--- src/rtl/fft_pkg.sv ---
// Shared constants, state encoding and address helpers for the 32-point radix-2 FFT core.
// Complex samples are packed {re, im}, each DATA_W bits of two's complement.
package fft_pkg;

    localparam int N_LOG2    = 5;
    localparam int DATA_W    = 32;
    localparam int SAMPLE_W  = 2 * DATA_W;
    localparam int FRAME_LEN = 1 << N_LOG2;

    typedef enum logic [1:0] {
        StLoad  = 2'd0,
        StStart = 2'd1,
        StRun   = 2'd2
    } fft_state_e;

    function automatic logic [N_LOG2-1:0] bitrev(input logic [N_LOG2-1:0] a);
        logic [N_LOG2-1:0] r;
        r = '0;
        for (int i = 0; i < N_LOG2; i++) begin
            r[i] = a[N_LOG2-1-i];
        end
        return r;
    endfunction

endpackage

--- src/rtl/fft_input_loader.sv ---
// Streams one frame of complex samples into the FFT bank at bit-reversed addresses, then
// kicks the core and waits for fft_done. Optional 1/N prescaling via `FFT_IN_PRESCALE_EN.
module fft_input_loader
    import fft_pkg::*;
(
    input  logic                clk,
    input  logic                rst,
    input  logic                s_valid,
    output logic                s_ready,
    input  logic [SAMPLE_W-1:0] s_data,
    input  logic                s_last,
    output logic                mem_we,
    output logic [N_LOG2-1:0]   mem_addr,
    output logic [SAMPLE_W-1:0] mem_din,
    output logic                mem_owner,
    output logic                start_fft,
    input  logic                fft_done,
    output logic                frame_err
);

    localparam logic [N_LOG2-1:0] CNT_MAX = '1;

    fft_state_e              state_q, state_d;
    logic [N_LOG2-1:0]       cnt_q, cnt_d;
    logic                    s_ready_q, s_ready_d;
    logic                    mem_we_q, mem_we_d;
    logic [N_LOG2-1:0]       mem_addr_q, mem_addr_d;
    logic [SAMPLE_W-1:0]     mem_din_q, mem_din_d;
    logic                    mem_owner_q, mem_owner_d;
    logic                    start_fft_q, start_fft_d;
    logic                    frame_err_q, frame_err_d;
    logic                    xfer;
    logic                    last_slot;

    function automatic logic [SAMPLE_W-1:0] prescale(input logic [SAMPLE_W-1:0] d);
`ifdef FFT_IN_PRESCALE_EN
        logic signed [DATA_W-1:0] re;
        logic signed [DATA_W-1:0] im;
        re = d[SAMPLE_W-1:DATA_W];
        im = d[DATA_W-1:0];
        return {re >>> N_LOG2, im >>> N_LOG2};
`else
        return d;
`endif
    endfunction

    // s_ready_q is only ever 1 in LOAD, so xfer implies LOAD.
    assign xfer      = s_valid && s_ready_q;
    assign last_slot = (cnt_q == CNT_MAX);

    always_ff @(posedge clk or posedge rst) begin
        if (rst) begin
            state_q <= StLoad;
        end else begin
            state_q <= state_d;
        end
    end

    always_comb begin
        state_d = state_q;
        unique case (state_q)
            StLoad:  if (xfer && last_slot) state_d = StStart;
            StStart: state_d = StRun;
            StRun:   if (fft_done) state_d = StLoad;
            default: state_d = StLoad;
        endcase
    end

    always_comb begin
        cnt_d       = cnt_q;
        mem_we_d    = 1'b0;
        mem_addr_d  = mem_addr_q;
        mem_din_d   = mem_din_q;
        frame_err_d = frame_err_q;
        if (xfer) begin
            mem_we_d   = 1'b1;
            mem_addr_d = bitrev(cnt_q);
            mem_din_d  = prescale(s_data);
            if (last_slot) begin
                cnt_d = '0;
                if (!s_last) frame_err_d = 1'b1;
            end else if (s_last) begin
                // Short frame: keep the write but drop the partial frame.
                cnt_d       = '0;
                frame_err_d = 1'b1;
            end else begin
                cnt_d = cnt_q + 1'b1;
            end
        end
        s_ready_d   = (state_d == StLoad);
        mem_owner_d = (state_d != StRun);
        start_fft_d = (state_q == StStart);
    end

    always_ff @(posedge clk or posedge rst) begin
        if (rst) begin
            cnt_q       <= '0;
            s_ready_q   <= 1'b0;
            mem_we_q    <= 1'b0;
            mem_addr_q  <= '0;
            mem_din_q   <= '0;
            mem_owner_q <= 1'b1;
            start_fft_q <= 1'b0;
            frame_err_q <= 1'b0;
        end else begin
            cnt_q       <= cnt_d;
            s_ready_q   <= s_ready_d;
            mem_we_q    <= mem_we_d;
            mem_addr_q  <= mem_addr_d;
            mem_din_q   <= mem_din_d;
            mem_owner_q <= mem_owner_d;
            start_fft_q <= start_fft_d;
            frame_err_q <= frame_err_d;
        end
    end

    assign s_ready   = s_ready_q;
    assign mem_we    = mem_we_q;
    assign mem_addr  = mem_addr_q;
    assign mem_din   = mem_din_q;
    assign mem_owner = mem_owner_q;
    assign start_fft = start_fft_q;
    assign frame_err = frame_err_q;

endmodule
--- config.mk ---
export PLATFORM = sky130hd
export DESIGN_NAME = fft_input_loader
export DESIGN_NICKNAME = d
export VERILOG_FILES = /design/src/rtl/fft_pkg.sv /design/src/rtl/fft_input_loader.sv
export SDC_FILE = /design/constraint.sdc
export NUM_CORES = 1
export LEC_CHECK = 0
export CAP_MARGIN = 20
export CORE_ASPECT_RATIO = 0.6
export CORE_MARGIN = 3
export CORE_UTILIZATION = 45
export DETAILED_ROUTE_END_ITERATION = 16
export PLACE_DENSITY = 0.86
export SLEW_MARGIN = 20
export SYNTH_ARGS = -nofsm -noshare
export SYNTH_HDL_FRONTEND = slang
export SYNTH_SLANG_ARGS = --single-unit
--- constraint.sdc ---
create_clock -name clk -period 6.01 [get_ports clk]
set_input_delay 0.9015 -clock clk [delete_from_list [all_inputs] [get_ports clk]]
set_output_delay 0.9015 -clock clk [all_outputs]
set_load 0.01 [all_outputs]
==> reports/qor.yml <==
power_and_ir_drop:
  total_power_uw: 1437
  p_leak_uw: 0.002193
  power.density_nw_per_um2: 288.5
  vdd_ir_drop_max_mv: 0.1750
worst_setup_path:
  cp_slowest_cell: "clkdlybuf4s50_1"
  ff2ff_path_depth: 6
  critical_path_buf_inv_count: 1
  crit_arrival_ps: 1370
  critPathRequiredTime_ps: 5110
  r2r-start: "cnt_q[0]$_DFFE_PP0N_"
  worst_setup_path_start_kind: "flip-flop"
  slowest_delay_ps: 530
  endpoint_kind: "primary output"
  path_cells: "clkdlybuf4s50_1"
  r2r_slack_ps: 4140
  r2r_end: "cnt_q[3]$_DFFE_PP0N_"
  cp_max_fo: 1
  crit_type: "flip-flop to primary output"
  crit_family: "buffers and inverters"
global_routing:
  grt_start_max_net_pins: 82
  gr-total-overflow: 0
  grt_pass1_wl_microns: 11680
  grt_pass1_vias: 2239
  grtUsageTotal_pct: 18.21
  antenna_found_initial: 0
worst_hold_path:
  worst_hold_path_type: "flip-flop to flip-flop"
  min_from: "frame_err$_DFFE_PP0P_"
  hold_end: "frame_err$_DFFE_PP0P_"
  holdPathStages: 1
drt:
  viasPerCell: 4.908
  drc: 0
  vias: 2071
  initialDrtViolationCount: 123
  drtPass1Iterations: 4
  ant_nets: 0
  wl_microns: 7005
  wl_per_cell_microns: 16.60
flow_run:
  max-cap-violations: 0
clock_tree:
  clock_latency_ps: 330
  ctsResizeCount: 0
  postCtsSetupBuffers: 0
  cts_max_path_buffers: 2
  clock-sinks: 81
  htreeDepth: 3
  clk_pin_slew_worst_paths_ps: 70
  cts_hold_buffers: 0
  cts_tree: "built"
  cts-root-buf: "clkbuf_16"
  cts_buffers: 9
placement:
  globalplace.congestion: 0.7285
  dpl_cell_area_sq_um: 4661
  port_buffers: 142
  dp_hpwl_microns: 4854
  dp_slack_ps: 3198
timing:
  grt_setup_unrepaired: "no"
  max_slew.worst_pin.slew_ps: 732.7
  fin_ws_ps: 3734
  clock_skew_ps: 7.006
  setup_viol: 0
  fin_crit_ps: 2276
  report.final.slew_viol_count: 0
  setup_tns_ps: 0
  slew_headroom_pct: 51.16
  hold_viol_final: 0
  fmax_mhz: 439.3
  min_period_over_period_pct: 37.87
finish:
  ff_latch_area_sq_um: 2028
  antenna_cells: 0
  final_core_util_pct: 73.65
  final_nets: 401
  area_delta_synth_final_pct: 56.36
  fill_cells: 448
  drive_gt1_share_pct: 27.46
  final_area_sq_um: 4981
  multiInputGateArea_sq_um: 1091
yosys:
  synthDistinctLibCells: 22
  synth_most_common_cell: "dfrtp_1"
  ys_top_cells_by_area: "dfrtp_1 (63%), mux2_4 (16%), mux2_2 (13%)"
  ys.flop_type: "dfrtp_1"
  synth-edff-count: 0
  async_flop_share_pct: 100.0
  netlist.area_leader.share_pct: 62.84
  ys_ff_latch: 81
  postSynthCellCount: 184
  synth.avg_cell_area_sq_um: 17.31
  synth-seq-area-share_pct: 63.67
  netlist_area_sq_um: 3186
  synth_commonest_cells: "dfrtp_1 (80), mux2_2 (36), mux2_4 (34)"
  syn_nets: 255
  yosysWarnings: 0
  yosysTopAreaCell: "dfrtp_1"
die:
  rows: 23
  fp.dieH_microns: 71.17
  core_sq_um: 6763
  ioPinCount: 143
  start_util_pct: 47.10
  die_x_microns: 114.6
  die_area_sq_um: 8158
outcome:
  status: "finished clean"
[flip-flops by register name, summed over array words and instances, names as in the netlist]
| register | cells |
|---|---|
| mem_din | 64 |
| cnt_q | 5 |
| mem_addr | 5 |
| state_q | 2 |
| frame_err | 1 |
| mem_owner | 1 |
| mem_we | 1 |
| s_ready | 1 |
| start_fft | 1 |
[report_power, final]
part           internal [uW]  switching, uW
logic                    174           86.1
registers                594           28.4
clock network            329            225
total                   1100            340
[worst max-delay path by stage]
stage | startpoint | end | slack [ps] | cells past startpoint
3_5_place_dp | s_valid | mem_din[46]$_DFFE_PP0N_ | 3200 | 3
2_1_floorplan | rst | cnt_q[0]$_DFFE_PP0N_ | 3030 | 1
4_1_cts | s_valid | mem_din[55]$_DFFE_PP0N_ | 3540 | 3
5_1_grt | s_ready$_DFF_PP0_ | s_ready | 3690 | 1
6_report | mem_owner$_DFF_PP1_ | mem_owner | 3730 | 1
3_3_place_gp | s_valid | mem_din[6]$_DFFE_PP0N_ | 3230 | 3
[per-layer routing]
layer  track usage (%)  share of wire [%]  routed length [microns]
met5                 0                  0                        0
met4             5.534                1.1                       76
met3             5.214                7.4                      517
met2             27.66                 45                     3155
met1             25.63                 46                     3255
[per-stage QoR]
stage / hold slack [ps] / std cells
4_1_cts: 480.0 / 422
3_3_place_gp: 456.3 / 406
3_5_place_dp: 454.5 / 406
2_1_floorplan: 444.8 / 184
5_1_grt: 507.9 / 422
6_report: 477.1 / 422
[area by class of cell]
type,instances,share of cell area [%]
Clock inverter,7,1.658
Multi-Input combinational cell,92,21.90
Timing Repair Buffer,143,28.76
Inverter,3,0.2512
Sequential cell,81,40.72
Clock buffer,9,4.521
Tap cell,87,2.185
[placed cells by master (no fill, tap or decap)]
cell	netlist	final
clkdlybuf4s50_1	0	142
dfrtp_1	80	80
mux2_2	36	36
mux2_4	34	34
clkbuf_16	0	9
o21ai_0	4	4
inv_6	0	4
nor2_1	2	2
inv_1	3	2
a22o_1	2	2
ha_1	2	2
clkinv_4	0	2
nand2_8	0	1
and3_1	1	1
nor2b_1	1	1
a21oi_1	1	1
nor4b_2	1	1
clkinv_2	0	1
xor2_1	1	1
a21o_1	1	1
and4bb_2	1	1
nand2_1	2	1
nor3_1	1	1
nand4_1	1	1
a311oi_1	1	1
bufinv_16	0	1
dfstp_2	1	1
buf_6	5	1
[kinds of logic (layout without fill, tap and decap cells)]
group,after synthesis,in the layout,synth area share [%]
flops,81,81,63.67
mux,70,70,28.75
buf+inv,11,162,2.592
simple gates,10,10,2.082
compound gates,9,9,1.846
fa+ha+maj,2,2,0.7854
xor+xnor,1,1,0.2750
No activity file was read; power rests on OpenSTA's default activity.
